[src/rtl/axis_io_if.sv]
// AXI-Stream bundle shared by the XADC sample sinks and the framed byte source.
// Width is set per instance; tlast is unused on the sample sinks.
interface axis_io #(
  parameter int DATA_W = 8
);
  logic              tvalid;
  logic              tready;
  logic              tlast;
  logic [DATA_W-1:0] tdata;

  modport master (output tvalid, output tdata, output tlast, input tready);
  modport slave  (input tvalid, input tdata, input tlast, output tready);
  modport Source (output tvalid, output tdata, output tlast, input tready);
  modport Sink   (input tvalid, input tdata, input tlast, output tready);
endinterface

[src/rtl/xadc_sample_packetizer.sv]
// Packs matched current/voltage samples into HDR,SEQ,CUR,VOL[,CSUM] byte frames.
// Define PACKETIZER_CHECKSUM_EN to append an XOR checksum byte to every frame.
module xadc_sample_packetizer #(
  parameter logic [7:0] HEADER_BYTE = 8'hA5
) (
  input  logic  clk,
  input  logic  rst,
  axis_io.Sink   current_sample,
  axis_io.Sink   voltage_sample,
  axis_io.Source packet_stream
);

  typedef enum logic [2:0] {
    IDLE  = 3'd0,
    HDR   = 3'd1,
    SEQ   = 3'd2,
    CUR_H = 3'd3,
    CUR_L = 3'd4,
    VOL_H = 3'd5,
    VOL_L = 3'd6
`ifdef PACKETIZER_CHECKSUM_EN
    , CSUM = 3'd7
`endif
  } state_t;

  state_t      state_r, state_s;
  logic [7:0]  seq_r, seq_s;
  logic [15:0] cur_r, cur_s;
  logic [15:0] vol_r, vol_s;
  logic        tvalid_r;
  logic        tlast_r;
  logic [7:0]  tdata_r;
  logic        take_s;
  logic        hs_s;

`ifdef PACKETIZER_CHECKSUM_EN
  function automatic logic [7:0] frame_csum(input logic [7:0] seq,
                                            input logic [15:0] cur,
                                            input logic [15:0] vol);
    frame_csum = seq ^ cur[15:8] ^ cur[7:0] ^ vol[15:8] ^ vol[7:0];
  endfunction
`endif

  function automatic logic [7:0] frame_byte(input state_t st,
                                            input logic [7:0] seq,
                                            input logic [15:0] cur,
                                            input logic [15:0] vol);
    case (st)
      HDR:     frame_byte = HEADER_BYTE;
      SEQ:     frame_byte = seq;
      CUR_H:   frame_byte = cur[15:8];
      CUR_L:   frame_byte = cur[7:0];
      VOL_H:   frame_byte = vol[15:8];
      VOL_L:   frame_byte = vol[7:0];
`ifdef PACKETIZER_CHECKSUM_EN
      CSUM:    frame_byte = frame_csum(seq, cur, vol);
`endif
      default: frame_byte = 8'h00;
    endcase
  endfunction

  function automatic logic is_last(input state_t st);
`ifdef PACKETIZER_CHECKSUM_EN
    is_last = (st == CSUM);
`else
    is_last = (st == VOL_L);
`endif
  endfunction

  // Both samples are taken in the same cycle, never one alone.
  assign take_s = !rst && (state_r == IDLE) &&
                  current_sample.tvalid && voltage_sample.tvalid;
  assign hs_s   = tvalid_r && packet_stream.tready;

  assign current_sample.tready = take_s;
  assign voltage_sample.tready = take_s;
  assign packet_stream.tvalid  = tvalid_r;
  assign packet_stream.tdata   = tdata_r;
  assign packet_stream.tlast   = tlast_r;

  // Next-state, sample capture and sequence update.
  always_comb begin
    state_s = state_r;
    seq_s   = seq_r;
    cur_s   = cur_r;
    vol_s   = vol_r;
    case (state_r)
      IDLE: begin
        if (take_s) begin
          cur_s   = current_sample.tdata;
          vol_s   = voltage_sample.tdata;
          state_s = HDR;
        end else begin
          state_s = IDLE;
        end
      end
      HDR:   if (hs_s) state_s = SEQ;   else state_s = HDR;
      SEQ:   if (hs_s) state_s = CUR_H; else state_s = SEQ;
      CUR_H: if (hs_s) state_s = CUR_L; else state_s = CUR_H;
      CUR_L: if (hs_s) state_s = VOL_H; else state_s = CUR_L;
      VOL_H: if (hs_s) state_s = VOL_L; else state_s = VOL_H;
`ifdef PACKETIZER_CHECKSUM_EN
      VOL_L: if (hs_s) state_s = CSUM;  else state_s = VOL_L;
      CSUM: begin
        if (hs_s) begin
          seq_s   = seq_r + 8'd1;
          state_s = IDLE;
        end else begin
          state_s = CSUM;
        end
      end
`else
      VOL_L: begin
        if (hs_s) begin
          seq_s   = seq_r + 8'd1;
          state_s = IDLE;
        end else begin
          state_s = VOL_L;
        end
      end
`endif
      default: state_s = IDLE;
    endcase
  end

  // Output bytes are registered from the next state so they hold while stalled.
  always_ff @(posedge clk) begin
    if (rst) begin
      state_r  <= IDLE;
      seq_r    <= 8'd0;
      cur_r    <= 16'd0;
      vol_r    <= 16'd0;
      tvalid_r <= 1'b0;
      tdata_r  <= 8'h00;
      tlast_r  <= 1'b0;
    end else begin
      state_r  <= state_s;
      seq_r    <= seq_s;
      cur_r    <= cur_s;
      vol_r    <= vol_s;
      tvalid_r <= (state_s != IDLE);
      tdata_r  <= frame_byte(state_s, seq_s, cur_s, vol_s);
      tlast_r  <= is_last(state_s);
    end
  end

endmodule

[src/flat_wrapper.sv]
// flat-port wrapper written by rule: the top's interface ports become plain ports
module xadc_sample_packetizer_flat 
#(
  parameter logic [7:0] HEADER_BYTE = 8'hA5
)
  (clk, rst, current_sample_tvalid, current_sample_tdata, current_sample_tlast, current_sample_tready, voltage_sample_tvalid, voltage_sample_tdata, voltage_sample_tlast, voltage_sample_tready, packet_stream_tvalid, packet_stream_tdata, packet_stream_tlast, packet_stream_tready);
  axis_io #(.DATA_W(16)) current_sample_i ();
  axis_io #(.DATA_W(16)) voltage_sample_i ();
  axis_io #(.DATA_W(8)) packet_stream_i ();
  input  logic clk;
  input  logic rst;
  input wire logic [$bits(current_sample_i.tvalid)-1:0] current_sample_tvalid;
  input wire logic [$bits(current_sample_i.tdata)-1:0] current_sample_tdata;
  input wire logic [$bits(current_sample_i.tlast)-1:0] current_sample_tlast;
  output wire logic [$bits(current_sample_i.tready)-1:0] current_sample_tready;
  input wire logic [$bits(voltage_sample_i.tvalid)-1:0] voltage_sample_tvalid;
  input wire logic [$bits(voltage_sample_i.tdata)-1:0] voltage_sample_tdata;
  input wire logic [$bits(voltage_sample_i.tlast)-1:0] voltage_sample_tlast;
  output wire logic [$bits(voltage_sample_i.tready)-1:0] voltage_sample_tready;
  output wire logic [$bits(packet_stream_i.tvalid)-1:0] packet_stream_tvalid;
  output wire logic [$bits(packet_stream_i.tdata)-1:0] packet_stream_tdata;
  output wire logic [$bits(packet_stream_i.tlast)-1:0] packet_stream_tlast;
  input wire logic [$bits(packet_stream_i.tready)-1:0] packet_stream_tready;
  assign current_sample_i.tvalid = current_sample_tvalid;
  assign current_sample_i.tdata = current_sample_tdata;
  assign current_sample_i.tlast = current_sample_tlast;
  assign current_sample_tready = current_sample_i.tready;
  assign voltage_sample_i.tvalid = voltage_sample_tvalid;
  assign voltage_sample_i.tdata = voltage_sample_tdata;
  assign voltage_sample_i.tlast = voltage_sample_tlast;
  assign voltage_sample_tready = voltage_sample_i.tready;
  assign packet_stream_tvalid = packet_stream_i.tvalid;
  assign packet_stream_tdata = packet_stream_i.tdata;
  assign packet_stream_tlast = packet_stream_i.tlast;
  assign packet_stream_i.tready = packet_stream_tready;
  xadc_sample_packetizer #(.HEADER_BYTE(HEADER_BYTE)) u_core (.clk(clk), .rst(rst), .current_sample(current_sample_i), .voltage_sample(voltage_sample_i), .packet_stream(packet_stream_i));
endmodule
[config.mk]
export PLATFORM = sky130hd
export DESIGN_NAME = xadc_sample_packetizer_flat
export DESIGN_NICKNAME = d
export VERILOG_FILES = /design/src/rtl/axis_io_if.sv /design/src/rtl/xadc_sample_packetizer.sv /design/src/flat_wrapper.sv
export SDC_FILE = /design/constraint.sdc
export NUM_CORES = 1
export LEC_CHECK = 0
export ABC_AREA = 1
export BUFFER_PORTS_ARGS = -buffer_cell sky130_fd_sc_hd__buf_2
export CORE_MARGIN = 2
export CORE_UTILIZATION = 30
export CTS_CLUSTER_SIZE = 30
export DETAILED_ROUTE_END_ITERATION = 16
export RECOVER_POWER = 50
export SLEW_MARGIN = 20
export SYNTH_ARGS = -nofsm -noshare
export SYNTH_HDL_FRONTEND = slang
export SYNTH_SLANG_ARGS = --single-unit
[constraint.sdc]
create_clock -name clk -period 1.4 [get_ports clk]
set_clock_uncertainty 0.15 [all_clocks]
set_input_delay 0.07 -clock clk [delete_from_list [all_inputs] [get_ports clk]]
set_output_delay 0.07 -clock clk [all_outputs]
set_load 0.05 [all_outputs]
==> metrics.md <==
| Metric | Value |
|---|---|
| Outcome | finished with violations |
| Failing checks | negative setup slack |
| Die Footprint | 9210 µm² |
| Max Cap Viol | 0 |
| Clk_lat worst skew | 0.32 ns |
| Post-layout worst setup margin | -0.304 ns |
| WS Path Type | reg2reg |
| Num ports | 51 |
| Initial antenna violation count | 0 |
| Initial Util | 30.9% |
| Post-synth top area cell | dfxtp_1 |
| Synth unique cells | 31 |
| Maximum clock rate | 0.587 GHz |
| Area delta synth->final | 62.3% |
| Clk slew on worst S/H paths | 0.10 ns |
| Register area | 1080 µm² |
| Top-area cell type share of the netlist area | 41.8% |
| Post-Syn Area | 2540 µm² |
| Leak pwr | 1.91 nW |
| Post-synthesis xor/xnor area fraction | 0.690% |
| GR Overflow Total | 0 |
| Synthesized Nets | 411 |
| Post-DR wirelength/cell | 12.6 µm |
| Synthesis warning total | 0 |
| Avg Cell Area, Syn | 6.84 µm² |
| Layout cell share with drive strength beyond 1 | 39.8% |
| Pwr dens | 826 nW/µm² |
| IR drop worst, VDD | 0.000437 V |
| Compound-cell area share of the yosys netlist | 9.91% |
| Vias per Instance | 4.50 |
| RSZ-0062 raised after global routing | yes |
| Routed WL | 7710 µm |
| Routed via count | 2758 |
| First-pass GRT wire length | 12300 µm |
| Worst hold slack | 0.0314 ns |
| Min Clock Period, post-route | 1.70 ns |
| 1st-iter DRT viols | 98 |
| Multi-input gate area | 1540 µm² |
| Largest net degree at the start of global routing | 34 |
| Mux contribution to synthesized area | 0% |
| Clock Sinks | 53 |
| DPL Wire Length | 5200 µm |
| Startpoint class of the critical path | flip-flop |
| Cells on Worst Hold Path | 6 |
| Die Wd | 96.0 µm |
| Synth Area in Simple Gates | 38.9% |
| Filler-free cell count of the finished design | 613 |
| Cells after synthesis | 371 |
| Required time worst endpoint | 1.51 ns |
| Worst-Margin Slew | 0.436 ns |
| Placeable core region | 8220 µm² |
| Arrival time at the worst endpoint | 1.82 ns |
| Main combinational cell family by area after synthesis | simple AND/OR/NAND/NOR gates |
| Vias in the first global route | 2672 |
| Setup crit end kind | flip-flop |
| Crit share post-route | 122% |
| Most common cell after layout, fill and taps aside | nand2_1 |
| Drt pass-1 iters | 4 |
| Reg2Reg Depth | 10 |
| Post-layout util | 50.1% |
| Total power | 0.00340 W |
| Diode count | 0 |
| Fin nets | 547 |
| Clock Tree Buf Depth | 2 |
| Placer congestion estimate | 0.815 |
| IO Port Bufs | 48 |
| CTS tree | built |
| Inst Count DP | 566 |
| Setup_tns | -4.60 ns |
| Final slew viol count | 0 |
| Post-route ant nets | 0 |
| Fillers | 771 |
| Synth top area cells | dfxtp_1, nand2_1, a21oi_1, nand3_1, nor2_1 |
| Post-synthesis sequential area ratio | 41.8% |
| FF+latch count, synth | 53 |
| Row count | 33 |
| Hold Vio Cnt, Final | 0 |
| Worst Hold Class | in2reg |
| Final setup fails | 33 |
| Die Ht | 96.0 µm |
| GRT Util Overall | 17.5% |
| CTS Root Cell | clkbuf_8 |
| Commonest non-fill, non-tap cells in the layout | nand2_1, buf_4, dfxtp_1, buf_2, dlygate4sd3_1 |
| Post-route DRC violation count | 0 |
| Adder-cell area share of the yosys netlist | 0.493% |
| CP max FO | 5 |
| H-tree levels | 2 |
| Max-slew headroom | 70.9% |
| CTS Buf Count | 5 |
## cells in the mapped netlist
cell and number:
nand3_1 27, nand2_4 1, nor3_1 1, nor2_8 1, nand4_1 4, dfxtp_1 53
o21a_1 3, buf_2 2, nand2_1 141, nor2_1 32, or2_1 1, ha_1 1
buf_1 1, o21ai_0 5, o21bai_1 1, a21oi_4 1, clkbuf_1 5, buf_4 2
or2_0 2, xor2_1 2, buf_6 5, a21oi_1 34, inv_1 24, o21ai_1 2
nand3_2 3, nor2_2 3, or3_1 1, nand2_2 4, or2_2 3, inv_2 4
nor2_4 2
## metrics by stage
stage	setup slack [ns]	instance area, µm²
after detailed placement	-0.337	3330
after global routing	-0.441	4120
after CTS	-0.275	3930
after floorplan	-0.168	2590
final	-0.304	4120
after global placement	-0.348	3330
## kinds of logic (layout without fill, tap and decap cells)
group,Yosys count,in the layout
DFF,53,53
buffers and inverters,43,180
AOI/OAI and AO/OA,46,46
and+or+nand+nor,226,226
adders and majority gates,1,1
xor gates and xnor gates,2,2
## state kept, by name (all words and copies together), names as in the netlist
name / count
u_core.cur_r: 16
u_core.vol_r: 16
u_core.packet_stream.tdata: 8
u_core.seq_r: 8
u_core.state_r: 3
u_core.packet_stream.tlast: 1
u_core.packet_stream.tvalid: 1
## critical path, stage by stage (launching register included)
cell and delay, ns:
dfxtp_4 0.41, buf_4 0.15, nand3_4 0.10, nor2_4 0.17
nand2_2 0.08, or2_1 0.23, nand2_1 0.08, nand2_2 0.07
nand3_1 0.09, nor2_1 0.05, nor2_1 0.09
## area by class of cell
| type | count | area share, % |
|---|---|---|
| multi-input cells | 275 | 37.5 |
| repair buffers | 144 | 27.8 |
| flip-flops and latches | 53 | 26.1 |
| well taps | 105 | 3.19 |
| inverters | 28 | 2.92 |
| clock buffers | 7 | 2.34 |
| clock inverters | 1 | 0.213 |
## report_power, final
group          internal (W)  switching [W]
logic              0.000376       0.000431
registers           0.00156      0.0000326
clock network      0.000458       0.000540
total               0.00240        0.00100
## path summary, 6_finish.rpt
kind                           start                            end  slack, ns
min reg2reg          u_core.cur_r[0]                u_core.cur_r[0]       0.33
max                u_core.state_r[1]  u_core.packet_stream.tdata[2]      -0.30
min          voltage_sample_tdata[5]                u_core.vol_r[5]       0.03
max reg2reg        u_core.state_r[1]  u_core.packet_stream.tdata[2]      -0.30
## layer usage
layer | vias to the layer above | global-route usage, % | wire length, µm
li1 | 1440 | - | -
met1 | 1249 | 21.3 | 3460
met2 | 56 | 30.8 | 3850
met3 | 13 | 2.74 | 244
met4 | 0 | 6.90 | 157
met5 | - | 0 | 0
## what timing repair did
action / CTS / global route
setup buffers: 4 / 5
endpoints found under the hold margin: 30 / 0
gates resized for setup: 50 / 46
pin swaps: 14 / 12
endpoints found under the setup margin: 38 / 47
hold buffers: 30 / 0
(Power assumes the default switching activity.)
